==> src/rtl/quick_uart_tx_arbiter.sv <==
// quick_uart_tx_arbiter
//
// Round-robin arbiter sharing one quick_uart_tx byte interface among NUM_REQ
// ready/valid requesters. A grant is held for a whole packet: it is released
// on the accepted beat flagged last, or after MAX_BURST accepted beats
// (MAX_BURST = 0 disables the burst limit). The beat toward the UART is held
// in a single output register that drains independently of the grant state.
//
// Ports:
//   clk_i        system clock
//   rst_ni       asynchronous active-low reset
//   req_valid_i  per-requester valid
//   req_ready_o  per-requester ready (only the granted requester can see 1)
//   req_data_i   requester n occupies bits [n*DATA_BITS +: DATA_BITS]
//   req_last_i   per-requester end-of-packet flag
//   tx_valid_o   beat available to the UART TX (registered)
//   tx_ready_i   UART TX accepts the beat
//   tx_data_o    beat data (registered)
//   grant_o      one-hot current owner, zero while idle (registered)
//   busy_o       high while a grant is held or a beat is buffered
module quick_uart_tx_arbiter #(
    parameter int NUM_REQ   = 4,
    parameter int DATA_BITS = 8,
    parameter int MAX_BURST = 16
) (
    input  logic                         clk_i,
    input  logic                         rst_ni,
    input  logic [NUM_REQ-1:0]           req_valid_i,
    output logic [NUM_REQ-1:0]           req_ready_o,
    input  logic [NUM_REQ*DATA_BITS-1:0] req_data_i,
    input  logic [NUM_REQ-1:0]           req_last_i,
    output logic                         tx_valid_o,
    input  logic                         tx_ready_i,
    output logic [DATA_BITS-1:0]         tx_data_o,
    output logic [NUM_REQ-1:0]           grant_o,
    output logic                         busy_o
);

    localparam int IDX_W = (NUM_REQ > 1) ? $clog2(NUM_REQ) : 1;
    localparam int CNT_W = (MAX_BURST > 0) ? $clog2(MAX_BURST + 1) : 1;
    // Counter value of the final beat of a burst (counter + 1 == MAX_BURST).
    localparam logic [CNT_W-1:0] BURST_LAST = CNT_W'(MAX_BURST - 1);

    typedef enum logic {
        IDLE  = 1'b0,
        GRANT = 1'b1
    } state_t;

    state_t           state;
    logic [IDX_W-1:0] ptr;
    logic [CNT_W-1:0] beat_cnt;

    logic                 out_free;
    logic                 accept;
    logic                 burst_hit;
    logic                 release_pkt;
    logic [DATA_BITS-1:0] sel_data;
    logic                 sel_last;
    logic                 pick_found;
    logic [IDX_W-1:0]     pick_idx;

    // The output register can take a new beat when empty or draining now.
    assign out_free    = ~tx_valid_o | tx_ready_i;
    assign req_ready_o = ((state == GRANT) && out_free) ? grant_o : '0;
    assign accept      = |(req_valid_i & req_ready_o);
    assign busy_o      = (state == GRANT) | tx_valid_o;

    assign burst_hit   = (MAX_BURST != 0) && (beat_cnt == BURST_LAST);
    assign release_pkt = accept & (sel_last | burst_hit);

    // Data/last mux driven by the one-hot grant; non-granted lanes are ignored.
    always_comb begin
        sel_data = '0;
        sel_last = 1'b0;
        for (int n = 0; n < NUM_REQ; n++) begin
            if (grant_o[n]) begin
                sel_data = req_data_i[n*DATA_BITS +: DATA_BITS];
                sel_last = req_last_i[n];
            end
        end
    end

    // Round-robin search starting at ptr+1. Offsets are scanned from the
    // farthest down to the nearest so the nearest valid requester wins.
    always_comb begin
        int               cand;
        logic [IDX_W-1:0] cidx;
        cand       = 0;
        cidx       = '0;
        pick_found = 1'b0;
        pick_idx   = ptr;
        for (int i = NUM_REQ; i >= 1; i--) begin
            cand = int'(ptr) + i;
            if (cand >= NUM_REQ) begin
                cand = cand - NUM_REQ;
            end
            cidx = cand[IDX_W-1:0];
            if (req_valid_i[cidx]) begin
                pick_found = 1'b1;
                pick_idx   = cidx;
            end
        end
    end

    always_ff @(posedge clk_i or negedge rst_ni) begin
        if (!rst_ni) begin
            state      <= IDLE;
            ptr        <= IDX_W'(NUM_REQ - 1);
            beat_cnt   <= '0;
            grant_o    <= '0;
            tx_valid_o <= 1'b0;
            tx_data_o  <= '0;
        end else begin
            // A load wins over a drain, giving back-to-back beats.
            if (accept) begin
                tx_data_o  <= sel_data;
                tx_valid_o <= 1'b1;
            end else if (tx_ready_i) begin
                tx_valid_o <= 1'b0;
            end

            case (state)
                IDLE: begin
                    if (pick_found) begin
                        grant_o  <= NUM_REQ'(1) << pick_idx;
                        ptr      <= pick_idx;
                        beat_cnt <= '0;
                        state    <= GRANT;
                    end
                end
                GRANT: begin
                    if (accept) begin
                        beat_cnt <= beat_cnt + CNT_W'(1);
                    end
                    if (release_pkt) begin
                        grant_o <= '0;
                        state   <= IDLE;
                    end
                end
                default: begin
                    grant_o <= '0;
                    state   <= IDLE;
                end
            endcase
        end
    end

endmodule

==> config.mk <==
export PLATFORM = sky130hd
export DESIGN_NAME = quick_uart_tx_arbiter
export DESIGN_NICKNAME = d
export VERILOG_FILES = /design/src/rtl/quick_uart_tx_arbiter.sv
export SDC_FILE = /design/constraint.sdc
export NUM_CORES = 1
export LEC_CHECK = 0
export BUFFER_PORTS_ARGS = -buffer_cell sky130_fd_sc_hd__buf_4
export CORE_MARGIN = 1
export CORE_UTILIZATION = 42
export DETAILED_ROUTE_END_ITERATION = 7
export PLACE_DENSITY = 0.77
export SETUP_SLACK_MARGIN = 0.3
export SLEW_MARGIN = 25
export SYNTH_ARGS = -nofsm -noshare
export SYNTH_HDL_FRONTEND = slang
export SYNTH_SLANG_ARGS = --single-unit
==> constraint.sdc <==
create_clock -name clk_i -period 1.7 [get_ports clk_i]
set_input_delay 0.17 -clock clk_i [delete_from_list [all_inputs] [get_ports clk_i]]
set_output_delay 0.17 -clock clk_i [all_outputs]
set_load 0.03 [all_outputs]
# Word-level counts from Yosys, hierarchy flattened
# Index checks and enable logic that the tools add are counted.
[word_totals] inputBits=43 regBits=21 output_inout_bits=18
[classes] reduce_logical=6 addsub=9 n_eq_ne=4 n_mux=40 n_bitwise=7 order_cmp=8 shifts=1
[op_table] operator="two-way mux 8 bit" n=4
[op_table] operator="two-way mux 1 bit" n=16
[op_table] operator="two-way mux 2 bit" n=8
[op_table] operator="< comparator 2 x 3 -> 1 bit, second input constant" n=4
[op_table] operator="two-way mux 4 bit" n=3
[op_table] operator="two-way mux 5 bit" n=2
[op_table] operator="one-hot mux 5 bit (2 select lines)" n=1
[op_table] operator=">= comparator 3 bit, second input constant" n=3
[op_table] operator="binary-select mux 1 bit (select 2 bit)" n=4
[op_table] operator="one-hot mux 4 bit (2 select lines)" n=1
[op_table] operator="subtractor 2 x 1 -> 2 bit, second input constant" n=4
[op_table] operator="adder 2 x 2 -> 3 bit, second input constant" n=2
[op_table] operator="AND reduction 2 bit" n=3
[op_table] operator="adder 5 x 1 -> 5 bit, second input constant" n=1
[op_table] operator="equality test 5 x 4 -> 1 bit, second input constant" n=1
[op_table] operator="adder 2 x 3 -> 4 bit, second input constant" n=1
[op_table] operator="bitwise AND 4 bit" n=1
[op_table] operator=">= comparator 4 x 3 -> 1 bit, second input constant" n=1
[op_table] operator="inequality test 2 x 1 -> 1 bit, second input constant" n=2
[op_table] operator="OR reduction 4 bit" n=1
[op_table] operator="<< shifter 1 x 2 -> 4 bit, first input constant" n=1
[op_table] operator="adder 2 x 1 -> 3 bit, second input constant" n=1
[op_table] operator="OR 1 bit" n=3
[op_table] operator="inequality test 2 bit, second input constant" n=1
[op_table] operator="5 further kinds" n=6

# Depth between registers and ports, before layout
# Gate-level depths: netlist of run 1.
[depth] depth_word=12 depth_mapped=7

# Worst setup path before layout of run 1
# No wires, ideal clock.
[synth_path] kind="flip-flop to flip-flop" from="register ptr[1]" to="register grant_o[1]" required_ns=1.578 path_buffers=1 path_slack_ns=0.069 stages_incl_launch_ff=6 t_arrival_ns=1.509 cell_sequence="dfstp_2 clkbuf_1 mux2i_1 nor2_1 a311o_1 a32o_1"
[synth_via] elab_chain_cells=12
[synth_lines] item="from (decl)" line_no="50" rtl="logic [IDX_W-1:0] ptr;"
[synth_lines] item="from (signal assigned)" line_no="108" rtl="ptr <= IDX_W'(NUM_REQ - 1);"
[synth_lines] item="from (signal assigned)" line_no="126" rtl="ptr <= pick_idx;"
[synth_lines] item="adder 2 x 3 -> 4 bit" line_no="93" rtl="cand = int'(ptr) + i;"
[synth_lines] item=">= comparator 4 x 3 -> 1 bit or subtractor 2 x 1 -> 2 bit (tied branches)" line_no="94, 95"
[synth_lines] item="two-way mux 2 bit" line_no="94" rtl="if (cand >= NUM_REQ) begin"
[synth_lines] item="binary-select mux 1 bit (select 2 bit)" line_no="98" rtl="if (req_valid_i[cidx]) begin"
[synth_lines] item="two-way mux 1 bit (implied by the code)" line_no="98"
[synth_lines] item="two-way mux 2 bit (4 in a row)" line_no="98"
[synth_lines] item="<< shifter 1 x 2 -> 4 bit" line_no="125" rtl="grant_o <= NUM_REQ'(1) << pick_idx;"
[synth_lines] item="two-way mux 4 bit" line_no="124" rtl="if (pick_found) begin"
[synth_lines] item="one-hot mux 4 bit (2 select lines)" line_no="122" rtl="case (state)"
[synth_lines] item="to (signal assigned)" line_no="125"
[synth_lines] item="to (decl)" line_no="35" rtl="output logic [NUM_REQ-1:0] grant_o,"
# Parallel ways exist; a longest one is shown, timed or not. The select of a mux whose other input is x is not followed.
# A chain may end at the register's enable or synchronous reset.

# Worst setup path after layout of run 1
[layout_path] from="register beat_cnt[1]" to="register grant_o[0]"
[layout_via] elab_chain_cells=5
[layout_lines] item="from (decl)" line_no="51" rtl="logic [CNT_W-1:0] beat_cnt;"
[layout_lines] item="from (signal assigned)" line_no="133" rtl="beat_cnt <= beat_cnt + CNT_W'(1);"
[layout_lines] item="equality test 5 x 4 -> 1 bit" line_no="68" rtl="assign burst_hit = (MAX_BURST != 0) && (beat_cnt == BURST_LAST);"
[layout_lines] item="OR 1 bit" line_no="69" rtl="assign release_pkt = accept & (sel_last | burst_hit);"
[layout_lines] item="bitwise AND 1 bit" line_no="69"
[layout_lines] item="inequality test 2 x 1 -> 1 bit (no source line)"
[layout_lines] item="AND reduction 2 bit (no source line)"
# No other way between the ends.

==> results.txt, run 1 <==
The largest total area in the synthesized netlist belongs to sky130_fd_sc_hd__dfrtp_1. The switching part of the total is 0.452. The first-pass GRT wire length came out at around 6.3 mm. The internal power summed over all cells came out at around 1.8 mW. The number of global-route vias before repair came out at 1,423. In the final timing run, aggregate negative setup slack is 0 ns. The share of layout cells above drive strength 1 is 0.502. The final count of hold timing violations is 0. The sequential area share after synthesis is 0.391. Setup repair after global routing could not meet its margin everywhere.

The number of endpoints failing setup at the final stage is 0. By area the synthesized netlist is led by sky130_fd_sc_hd__dfrtp_1, sky130_fd_sc_hd__a21oi_1, sky130_fd_sc_hd__o21ai_0, sky130_fd_sc_hd__nand2_1, sky130_fd_sc_hd__a22oi_1. The DRC violations left is 0. The min-delay analysis places its worst path in the category in2reg.

The number of optimization iterations in the first detailed-route pass came out at 5. The clock period could shrink to 1.50 ns. The horizontal extent of the die is about 59 um. The leading cell type in the layout, fill and taps excluded is sky130_fd_sc_hd__buf_4. The count of clock tree sinks came out at 21. The portion of total power attributed to combinational logic is 0.674. The synthesized cell area is 0.00135 mm^2. For the worst-skew pair, the clock arrives at the later sink with an insertion delay of 0.31 ns.

The total I/O pin count is a little over 60. The average wire length per cell after detail routing came out at between 15 and 20 um. The die area came out at 0.00344 mm^2. The area growth from synthesis to final layout is 60.6%. The analysis attributes to cell leakage a power of a little over 1 nW.

For the pin with the worst max-slew slack, the measured transition is ~0.36 ns. During synthesis, Yosys emitted a total of 0 warnings. The power dissipated by switching net loads is around 1.5 mW. The effective utilization at floorplan came out at 0.442. The worst supply voltage drop on vdd is approximately 0.78 mV.

In the layout the commonest cells are sky130_fd_sc_hd__buf_4, sky130_fd_sc_hd__a21oi_1, sky130_fd_sc_hd__dfrtp_1, sky130_fd_sc_hd__nand2_1, sky130_fd_sc_hd__inv_1. The share of power burned in the clock network came out at 0.075. The initial antenna violation count is 0.

The routed layout has 1,519 vias. After detailed routing, the number of vias per cell comes to 5.44. The worst-case clock skew is 0.00931 ns. The delay of the slowest cell on the worst path is around 0.4 ns. The share of synthesized area in the top cell type comes to 0.353.

The depth of the worst register-to-register path came out at 6. The number of diodes came out at 0. The final net count is between 200 and 300.

The startpoint identified for the worst register-to-register timing path is beat_cnt[1]. Entering global routing, the biggest net connects 23 pins. On the critical path, the stage with the largest delay is an instance of sky130_fd_sc_hd__dfrtp_1. The net count after synthesis is around 210. STA classifies the critical path startpoint as a flop. The worst hold path stage count came out at 3. The floorplan has 20 rows.

The global-route usage over all layers is 0.244. Timing would allow up to 665 MHz. The final wirelength came out at 4.28 mm.

The count of buffers inserted at the top-level ports came out at 60. The total global routing overflow is 0. The internal reg-to-reg setup slack came out at 0.20 ns. The arrival time at the worst endpoint is roughly 1.8 ns. The number of distinct library cells after synthesis is 39. The run finished with clean final reports. The maximum level of the CTS H-tree came out at 1. In this run, the number of DRC markers left after iteration 0 of detailed routing was 52.

In this run the worst path has a maximum fanout of 3. The setup path with the least slack is of type reg2reg. The data required time at the worst endpoint is 1.95 ns.

The post-detailed-placement half-perimeter wirelength came out at 2.84 mm. The clock transition at the register clock pins on the worst setup and hold paths after CTS is about 0.13 ns. The TritonCTS clock tree is yes. After floorplanning, the core was sized to cover 0.00305 mm^2. The number of storage elements in the synthesis netlist is 21. Traced cell by cell, the critical path runs through ha_2 -> and3_4 -> ha_4 -> a21o_1 -> o21bai_2 -> a32o_1.

The end point of the most critical hold path is tx_data_o[1]. The number of max-cap violations came out at 0. The origin of the worst min-delay path is req_data_i[25].

Buffers inserted during clock tree synthesis total 3. The floorplan step set the die height to 58.7 um. The critical path endpoint category is a flop.

The final number of max-transition violations came to 0. For this design the ratio of total power to cell area is 1540 mW/mm^2. The relative slew slack is 0.759. The sequential cell fraction of total power came out at 0.251. The number of buffers between clock root and the deepest sink is 2. In this run the remaining antenna-violating nets after routing total 0. In the finished design, the share of the clock period the worst path needs comes to 0.884. In this run the clock root is driven by a sky130_fd_sc_hd__clkbuf_4. The cell count after synthesis came out at 162.

After the flow finishes, the layout carries non-filler instances totaling 279. The worst register-to-register path ends at grant_o[0]. The total instance count after detailed placement is 260.

The post-synthesis area per instance came out at 8.33 um^2. The worst hold slack after final layout came out at 0.144 ns. At the end of routability-driven placement, the weighted congestion stood at around 0.78.
## power groups by stage
| stage | Combinational (mW) | Sequential, mW | Clock (mW) |
|---|---|---|---|
| after floorplan | 1.02 | 0.995 | 0 |
| after detailed placement | 1.62 | 0.844 | 0 |
| after global placement | 1.55 | 0.826 | 0 |
| after global routing | 2.41 | 0.857 | 0.273 |
| final | 2.25 | 0.837 | 0.251 |
| after CTS | 1.82 | 0.819 | 0.246 |
## worst max-delay path, delay by kind of cell (launching register included)
| kind | cells | cell delay [ns] |
|---|---|---|
| flops | 1 | 0.41 |
| fa+ha+maj | 2 | 0.34 |
| compound gates | 3 | 0.51 |
| simple gates | 1 | 0.18 |
## cell families after synthesis
logic type                 share of synthesized area
muxes                                        0.00742
DFF                                            0.391
xor gates and xnor gates                     0.00649
AOI/OAI and AO/OA                              0.303
buffers and inverters                         0.0937
and+or+nand+nor                                0.179
adders and majority gates                     0.0185
## registers in the layout, indices dropped and copies added (netlist names)
signal,cells
state,1
beat_cnt,5
tx_data_o,8
tx_valid_o,1
grant_o,4
ptr,2
## what timing repair did
item                                    CTS  global route
gates cloned                              0             3
endpoints found under the setup margin   23            24
hold buffers                              1             0
hold endpoints to repair                 19             0
resized for setup                         9            38
setup buffers                             7             4
pin swaps                                 6            11
## routing by layer
| metal | part of all wire | vias to the layer above | GRT usage |
|---|---|---|---|
| li1 | - | 723 | - |
| met1 | 0.41 | 734 | 0.282 |
| met2 | 0.54 | 54 | 0.471 |
| met3 | 0.037 | 8 | 0.0132 |
| met4 | 0.017 | 0 | 0.0884 |
| met5 | 0 | - | 0 |
## Yosys cell counts
library cell and number:
sky130_fd_sc_hd__nand2b_4 1, sky130_fd_sc_hd__or2_2 1, sky130_fd_sc_hd__buf_8 1, sky130_fd_sc_hd__nand2_1 20
sky130_fd_sc_hd__or4_4 1, sky130_fd_sc_hd__or2b_1 1, sky130_fd_sc_hd__nor3_1 1, sky130_fd_sc_hd__o211ai_2 1
sky130_fd_sc_hd__a22o_1 2, sky130_fd_sc_hd__dfstp_2 2, sky130_fd_sc_hd__a21oi_1 19, sky130_fd_sc_hd__a221oi_1 1
sky130_fd_sc_hd__nand2b_1 4, sky130_fd_sc_hd__nor3b_1 2, sky130_fd_sc_hd__inv_1 13, sky130_fd_sc_hd__o21ai_1 5
sky130_fd_sc_hd__o21ai_0 18, sky130_fd_sc_hd__and3_1 5, sky130_fd_sc_hd__clkbuf_1 4, sky130_fd_sc_hd__nand3_1 5
sky130_fd_sc_hd__o21bai_1 1, sky130_fd_sc_hd__nor2_1 3, sky130_fd_sc_hd__a311o_1 2, sky130_fd_sc_hd__xor2_1 1
sky130_fd_sc_hd__buf_2 2, sky130_fd_sc_hd__a22oi_1 8, sky130_fd_sc_hd__o21a_1 1, sky130_fd_sc_hd__o211ai_1 2
sky130_fd_sc_hd__buf_4 3, sky130_fd_sc_hd__a31oi_1 1, sky130_fd_sc_hd__a32o_1 2, sky130_fd_sc_hd__buf_1 1
sky130_fd_sc_hd__mux2i_1 1, sky130_fd_sc_hd__a311oi_1 1, sky130_fd_sc_hd__a21o_1 2, sky130_fd_sc_hd__ha_1 2
sky130_fd_sc_hd__dfrtp_1 19, sky130_fd_sc_hd__buf_6 1, sky130_fd_sc_hd__nand3b_1 2
## layout make-up
cell class	count	area, um^2
flip-flops and latches	21	533
multi-input cells	116	813
well taps	44	55.1
inverters	13	48.8
clock buffers	4	26.3
fillers	259	887
repair buffers	81	689
## through the flow
stage               utilization  area, um^2  total power [mW]  setup WS, ns
floorplan                     -        1420              2.02         0.213
global placement          0.611        1860              2.38         0.192
detailed placement        0.611        1860              2.47        0.0998
CTS                       0.654        2000              2.89         0.171
global route              0.709        2170              3.54         0.148
finish                    0.709        2170              3.34         0.197
## worst max-delay path by stage
stage | depth (start not counted) | to | start | slack [ns]
floorplan | 5 | grant_o[0] | grant_o[1] | 0.21
global placement | 6 | grant_o[0] | beat_cnt[0] | 0.19
detailed placement | 6 | grant_o[1] | beat_cnt[0] | 0.1
CTS | 6 | grant_o[1] | beat_cnt[0] | 0.17
global route | 6 | grant_o[3] | grant_o[2] | 0.15
finish | 6 | grant_o[0] | beat_cnt[1] | 0.20
No activity file was read; power rests on OpenSTA's default activity.
==> run 2: changes to the inputs <==
BUFFER_PORTS_ARGS = default   (was -buffer_cell sky130_fd_sc_hd__buf_4)
CORE_UTILIZATION = 56   (was 42)
DONT_BUFFER_PORTS = 1   (was default)
PLACE_DENSITY = 0.75   (was 0.77)
==> results.txt, run 2 (synthesis results as in run 1) <==
The DRC violations left is 0 (unchanged). The row count is 17 (-15%). The critical path goes through ha_2 -> and3_4 -> ha_4 -> a21o_1 -> o21bai_2 -> a32o_1. The worst-case clock skew is 0.0126 ns (+0.00331 ns).

The worst setup path is captured at a flop. The library cells used most frequently in the layout, excluding fill and tap cells, are sky130_fd_sc_hd__a21oi_1, sky130_fd_sc_hd__nand2_1, sky130_fd_sc_hd__dfrtp_1, sky130_fd_sc_hd__inv_1. For this design, the slowest cell found on the critical path is sky130_fd_sc_hd__dfrtp_1. The tightest min-delay check is of the in2reg type.

The area of the core came out at 0.00223 mm^2 (-27%). The worst supply voltage drop on vdd came out at 1.05 mV (+34%). The number of endpoints failing setup at the final stage is 0 (unchanged). TritonCTS built the clock tree. The number of inserted filler cells in the final layout is 159 (-39%). The area growth from synthesis to final layout is 22.9%. The floorplan die height is 51.1 um (-13%). The share of layout cells above drive strength 1 is 0.313 (-0.190).

The total leakage power came out at 0.709 nW (-31%). The delay of the slowest cell on the worst path is 0.42 ns (about the same). The cell family contributing the most delay on the critical path is compound AO/OA/AOI/OAI gates. The internal power summed over all cells is 1.58 mW (-14%). The power dissipated by switching net loads is 1.32 mW (-13%). The final critical path time including I/O delays and setup was 1.55 ns (+0.0470 ns).

The share of the clock period used by the worst path after layout was 0.912 (+0.0276). The sum of negative setup slack came to 0 ns (unchanged). The worst hold slack after final layout was 0.0760 ns (-0.0681 ns). The clock transition at the register clock pins on the worst setup and hold paths after CTS came out at 0.12 ns (about the same).

The maximum level of the CTS H-tree is 1 (unchanged). The final net count is 222 (-21%). The final number of max-transition violations came to 0 (unchanged). The total I/O pin count is 61 (unchanged).

The leading cell type in the layout, fill and taps excluded is sky130_fd_sc_hd__a21oi_1. The effective utilization at floorplan is 0.604 (+0.162). The count of antenna-violating nets left after detailed routing came out at 0 (unchanged). The number of optimization iterations in the first detailed-route pass is 4 (-1). The final count of hold timing violations came out at 0 (unchanged). The post-layout instance area is 0.00166 mm^2 (-23%). The final wirelength came out at 3.22 mm (-25%). The initial antenna violation count is 0 (unchanged). The count of buffers inserted at the top-level ports came out at 0 (-100%). The highest clock rate came out at 645 MHz (-3.0%). The post-detailed-placement half-perimeter wirelength came out at 2.23 mm (-21%). The count of clock tree sinks was 21 (unchanged). The maximum fanout along the worst path came out at 3 (unchanged). The total instance count after detailed placement came out at 187 (-28%). The total global routing overflow is 0 (unchanged). The relative slew slack came out at 0.681 (-0.0787). The flow ran to the end, and the final reports show no timing, DRC or antenna violations. The number of design-rule violations left by the first detailed-router iteration came out at 28 (-46%). The transition at the pin with the smallest max-transition slack is 0.479 ns (+0.118 ns). The switching part of the total came out at 0.455 (+0.00334).

The filler-free cell count of the finished design came out at 204 (-27%). The worst setup path is launched from a flop. The critical path is of the reg2reg type. The routability congestion estimate from global placement is 0.804 (+3.0%). The total CTS buffers came to 3 (unchanged). The sequential cell fraction of total power came out at 0.323 (+0.072).

The number of global-route vias before repair was 1,174 (-17%). The share of power burned in the clock network was 0.082 (+0.007). Setup repair after global routing could not meet its margin everywhere. The maximum number of pins on one net before global-route repair came out at 23 (unchanged). The final core utilization was 0.742 (+0.0329).

The post-detailed-placement cell area came to 0.00142 mm^2 (-24%). The cell chosen for the clock root is sky130_fd_sc_hd__clkbuf_4. The number of max-cap violations is 0 (unchanged). The portion of total power attributed to combinational logic came out at 0.596 (-0.078). The clock latency on the worst-skew pair is 0.30 ns (about the same). The arrival time at the worst endpoint was 1.78 ns (+0.02 ns). The number of diodes came out at 0 (unchanged). The data required time at the worst endpoint came out at 1.93 ns (-0.02 ns). The number of vias in the routed layout came out at 1,240 (-18%). The die area came out at 0.00261 mm^2 (-24%). The number of flip-flops under the largest register name came out at 8 (unchanged). The register with the most flip-flops is tx_data_o. The horizontal extent of the die came out at 51.1 um (-13%). The average wire length per cell after detail routing was 15.8 um (+3.0%). The number of buffers between clock root and the deepest sink came out at 2 (unchanged). The via count normalized by instance count is 6.08 (+12%). The first-pass GRT wire length came out at 5.02 mm (-20%).

The power density over the cells is 1750 mW/mm^2 (+13%). In the final layout, the registers with the most flip-flops are tx_data_o: 8 flops, beat_cnt: 5 flops, grant_o: 4 flops. The global-route usage over all layers is 0.255 (+0.0112). The number of buffer and inverter instances along the worst setup path is 0 (unchanged).
## run 2: path summary, 6_finish.rpt
kind | from | endpoint | slack, ns | cells after the start
worst max-delay path | beat_cnt[0] | grant_o[0] | 0.15 | 6
worst min-delay path | req_data_i[26] | tx_data_o[2] | 0.08 | 2
worst max register to register | beat_cnt[0] | grant_o[0] | 0.15 | 6
worst min register to register | ptr[0] | ptr[0] | 0.50 | 2
max in group asynchronous | rst_ni | grant_o[1] | 0.99 | 2
min in group asynchronous | rst_ni | beat_cnt[0] | 0.35 | 2
## run 2: cell type report
cell class,instances,area (um^2),share of cell area
multi-input cells,116,802,0.484
repair buffers,22,213,0.128
clock buffers,4,26.3,0.0158
flip-flops and latches,21,533,0.322
well taps,28,35.0,0.0211
inverters,13,48.8,0.0294
## run 2: metal layers
layer | global-route usage | up-vias | share of wire | wire [um]
li1 | - | 606 | - | -
met2 | 0.454 | 41 | 0.50 | 1600
met4 | 0.0787 | 0 | 0.011 | 34
met3 | 0.0357 | 4 | 0.052 | 169
met5 | 0 | - | 0 | 0
met1 | 0.316 | 589 | 0.44 | 1410
## run 2: through the flow
step	power [mW]	setup WS (ns)
after global routing	3.11	0.0878
final	2.90	0.150
after CTS	2.55	0.171
after detailed placement	2.19	0.109
after global placement	2.13	0.197
after floorplan	2.02	0.213
## run 2: timing repair
item,CTS,global route
pin swaps,2,8
hold buffers,1,1
gates resized for setup,8,28
endpoints found under the hold margin,21,19
setup endpoints to repair,12,24
cloned,0,1
buffers inserted,5,5
## run 2: power by group through the flow
stage / combinational [mW] / clock [mW] / sequential [mW]
6_report: 1.73 / 0.236 / 0.934
2_1_floorplan: 1.02 / 0 / 0.995
3_3_place_gp: 1.19 / 0 / 0.945
3_5_place_dp: 1.23 / 0 / 0.956
4_1_cts: 1.38 / 0.242 / 0.926
5_1_grt: 1.89 / 0.260 / 0.954
==> run 3: changes to the inputs <==
GPL_TIMING_DRIVEN = 0   (was default)
==> results.txt, run 3 (synthesis results as in run 1) <==
The flow ran to the end, and the final reports show no timing, DRC or antenna violations. The worst-case clock skew came out at 0.0149 ns (+0.00224 ns). The worst setup path is launched from a flop.

The post-layout instance area came to 0.00175 mm^2 (+5.4%). The clock transition at the register clock pins on the worst setup and hold paths after CTS came out at 0.13 ns (about the same). The total global routing overflow is 0 (unchanged). The internal power summed over all cells came out at 1.66 mW (+5.3%). The sequential cell fraction of total power came out at 0.342 (+0.019).

The portion of total power attributed to combinational logic was 0.575 (-0.021). The pre-CTS worst setup slack is 0.0785 ns (-0.0302 ns). The critical path depth is 5 (-1). The area of the core came out at 0.00223 mm^2 (unchanged). The sum of negative setup slack is 0 ns (unchanged). The final critical path time including I/O delays and setup was 1.62 ns (+0.0722 ns). The cell family contributing the most delay on the critical path is flip-flops. The class of the most critical hold timing path is in2reg. The area growth from synthesis to final layout came out at 29.6%.

The die area came to 0.00261 mm^2 (unchanged). The TritonCTS clock tree is yes. The horizontal extent of the die came out at 51.1 um (unchanged). The data required time at the worst endpoint is 1.90 ns (-0.03 ns). The number of design-rule violations left by the first detailed-router iteration came to 28 (unchanged). The routability congestion estimate from global placement is 0.802 (-0.25%). The transition at the pin with the smallest max-transition slack is 0.467 ns (-0.0117 ns). The floorplan die height is 51.1 um (unchanged).

The maximum number of pins on one net before global-route repair is 22 (-4.3%). The final wirelength is 3.78 mm (+17%). The number of optimization iterations in the first detailed-route pass came out at 5 (+1).

The via count normalized by instance count is 6.26 (+3.1%). The number of vias in the routed layout was 1,353 (+9.1%). The relative slew slack is 0.688 (+0.00781). The top cell types in the final layout, fill and taps aside, are sky130_fd_sc_hd__nand2_1, sky130_fd_sc_hd__a21oi_1, sky130_fd_sc_hd__buf_4, sky130_fd_sc_hd__o21ai_0. The total I/O pin count came to 61 (unchanged). The share of layout cells above drive strength 1 is 0.324 (+0.0120). The clock latency on the worst-skew pair is 0.31 ns (about the same). The power density over the cells came to 1740 mW/mm^2 (-0.35%). The count of buffers inserted at the top-level ports came out at 0 (unchanged). The count of antenna-violating nets left after detailed routing came to 0 (unchanged). The worst supply voltage drop on vdd was 1.16 mV (+11%). The row count came to 17 (unchanged). The least setup slack across all paths after layout came to 0.0774 ns (-0.0722 ns). The total power came out at 3.04 mW (+5.1%). The final net count came out at 234 (+5.4%). The maximum level of the CTS H-tree came out at 1 (unchanged). The total CTS buffers came out at 3 (unchanged). The power dissipated by switching net loads is 1.38 mW (+4.7%). The filler-free cell count of the finished design was 216 (+5.9%). The average wire length per cell after detail routing was 17.5 um (+11%). The number of max-cap violations came out at 0 (unchanged). The register with the most flip-flops in the final layout is tx_data_o. The share of the clock period used by the worst path after layout is 0.954 (+0.0425). The arrival time at the worst endpoint came out at 1.82 ns (+0.04 ns). The number of buffers between clock root and the deepest sink came out at 2 (unchanged). The DRC violations left came out at 0 (unchanged). Setup repair after global routing could not meet its margin everywhere. The total instance count after detailed placement is 190 (+1.6%). The global-route usage over all layers came to 0.301 (+0.0465). The leading cell type in the layout, fill and taps excluded is sky130_fd_sc_hd__nand2_1. The highest clock rate came out at 616 MHz (-4.4%). STA classifies the critical path endpoint as a flop. The number of flip-flops under the largest register name is 8 (unchanged). On the critical path, the stage with the largest delay is an instance of sky130_fd_sc_hd__dfstp_2. The worst hold path stage count came out at 2 (unchanged). The number of buffer and inverter instances along the worst setup path came out at 1 (+1). The largest registers in the layout are tx_data_o: 8 flops, beat_cnt: 5 flops, grant_o: 4 flops. Traced cell by cell, the critical path runs through clkbuf_8 -> mux2i_1 -> nor2_1 -> a311o_1 -> a32o_1. The post-detailed-placement half-perimeter wirelength was 2.49 mm (+12%). The total leakage power is 0.766 nW (+8.1%). The number of global-route vias before repair is 1,249 (+6.4%). The number of diodes is 0 (unchanged). The share of power burned in the clock network came to 0.082 (about the same). The cell chosen for the clock root is sky130_fd_sc_hd__clkbuf_4.

The final count of hold timing violations is 0 (unchanged). The post-detailed-placement cell area is 0.00145 mm^2 (+2.6%). The count of clock tree sinks came out at 21 (unchanged). The worst hold slack after final layout came to 0.0757 ns (-0.000318 ns). The maximum fanout along the worst path is 4 (+1). The final number of max-transition violations is 0 (unchanged). The depth of the worst register-to-register path is 5 (-1).

The number of endpoints failing setup at the final stage came to 0 (unchanged). The delay of the slowest cell on the worst path is 0.54 ns (+0.12 ns). The category of the most critical setup path is reg2reg.

The effective utilization at floorplan came out at 0.604 (unchanged). The switching part of the total was 0.454 (-0.00145). The initial antenna violation count is 0 (unchanged). The final core utilization came out at 0.783 (+0.0403). The first-pass GRT wire length came out at 5.71 mm (+14%).
-- run 3: cell types whose count changed in the layout (fill, tap and decap cells not counted), sizes merged --
cell / previous run / this run
buf: 21 / 30
clkbuf: 4 / 7
-- run 3: what timing repair did --
| action | 4_1_cts | 5_1_grt |
|---|---|---|
| endpoints found under the hold margin | 21 | 19 |
| pin swaps | 8 | 6 |
| setup buffers | 12 | 8 |
| hold buffers | 1 | 1 |
| resized for setup | 25 | 11 |
| endpoints found under the setup margin | 25 | 26 |
-- run 3: layer usage --
metal / GRT usage / up-vias / share of wire
met1: 0.382 / 648 / 0.41
li1: - / 633 / -
met5: 0 / - / 0
met2: 0.509 / 64 / 0.50
met3: 0.0417 / 8 / 0.071
met4: 0.130 / 0 / 0.015
-- run 3: cell type report --
cell class                      count  area [um^2]
Fill cell                         164          485
Buffer                             12          151
Tap cell                           28         35.0
Inverter                           13         48.8
Sequential cell                    21          536
Timing Repair Buffer               22          173
Clock buffer                        4         26.3
Multi-Input combinational cell    116          778
-- run 3: final timing paths --
path                                start           end  slack, ns
max                                ptr[1]    grant_o[1]       0.08
min                        req_data_i[31]  tx_data_o[7]       0.08
max reg2reg                        ptr[1]    grant_o[1]       0.08
min reg2reg                        ptr[0]        ptr[0]       0.51
max in group asynchronous          rst_ni    tx_valid_o       1.00
min in group asynchronous          rst_ni    grant_o[3]       0.34
-- run 3: power groups by stage --
stage / clock, mW / sequential [mW] / combinational, mW
floorplan: 0 / 0.995 / 1.02
global placement: 0 / 1.03 / 1.20
detailed placement: 0 / 1.04 / 1.25
CTS: 0.248 / 1.03 / 1.53
global route: 0.272 / 1.06 / 1.91
finish: 0.250 / 1.04 / 1.75
-- run 3: worst register-to-register path, delay by kind of cell (launching register included) --
kind | cells | cell delay [ns]
DFF | 1 | 0.54
muxes | 1 | 0.21
and+or+nand+nor | 1 | 0.10
buffers and inverters | 1 | 0.13
AOI/OAI and AO/OA | 2 | 0.53
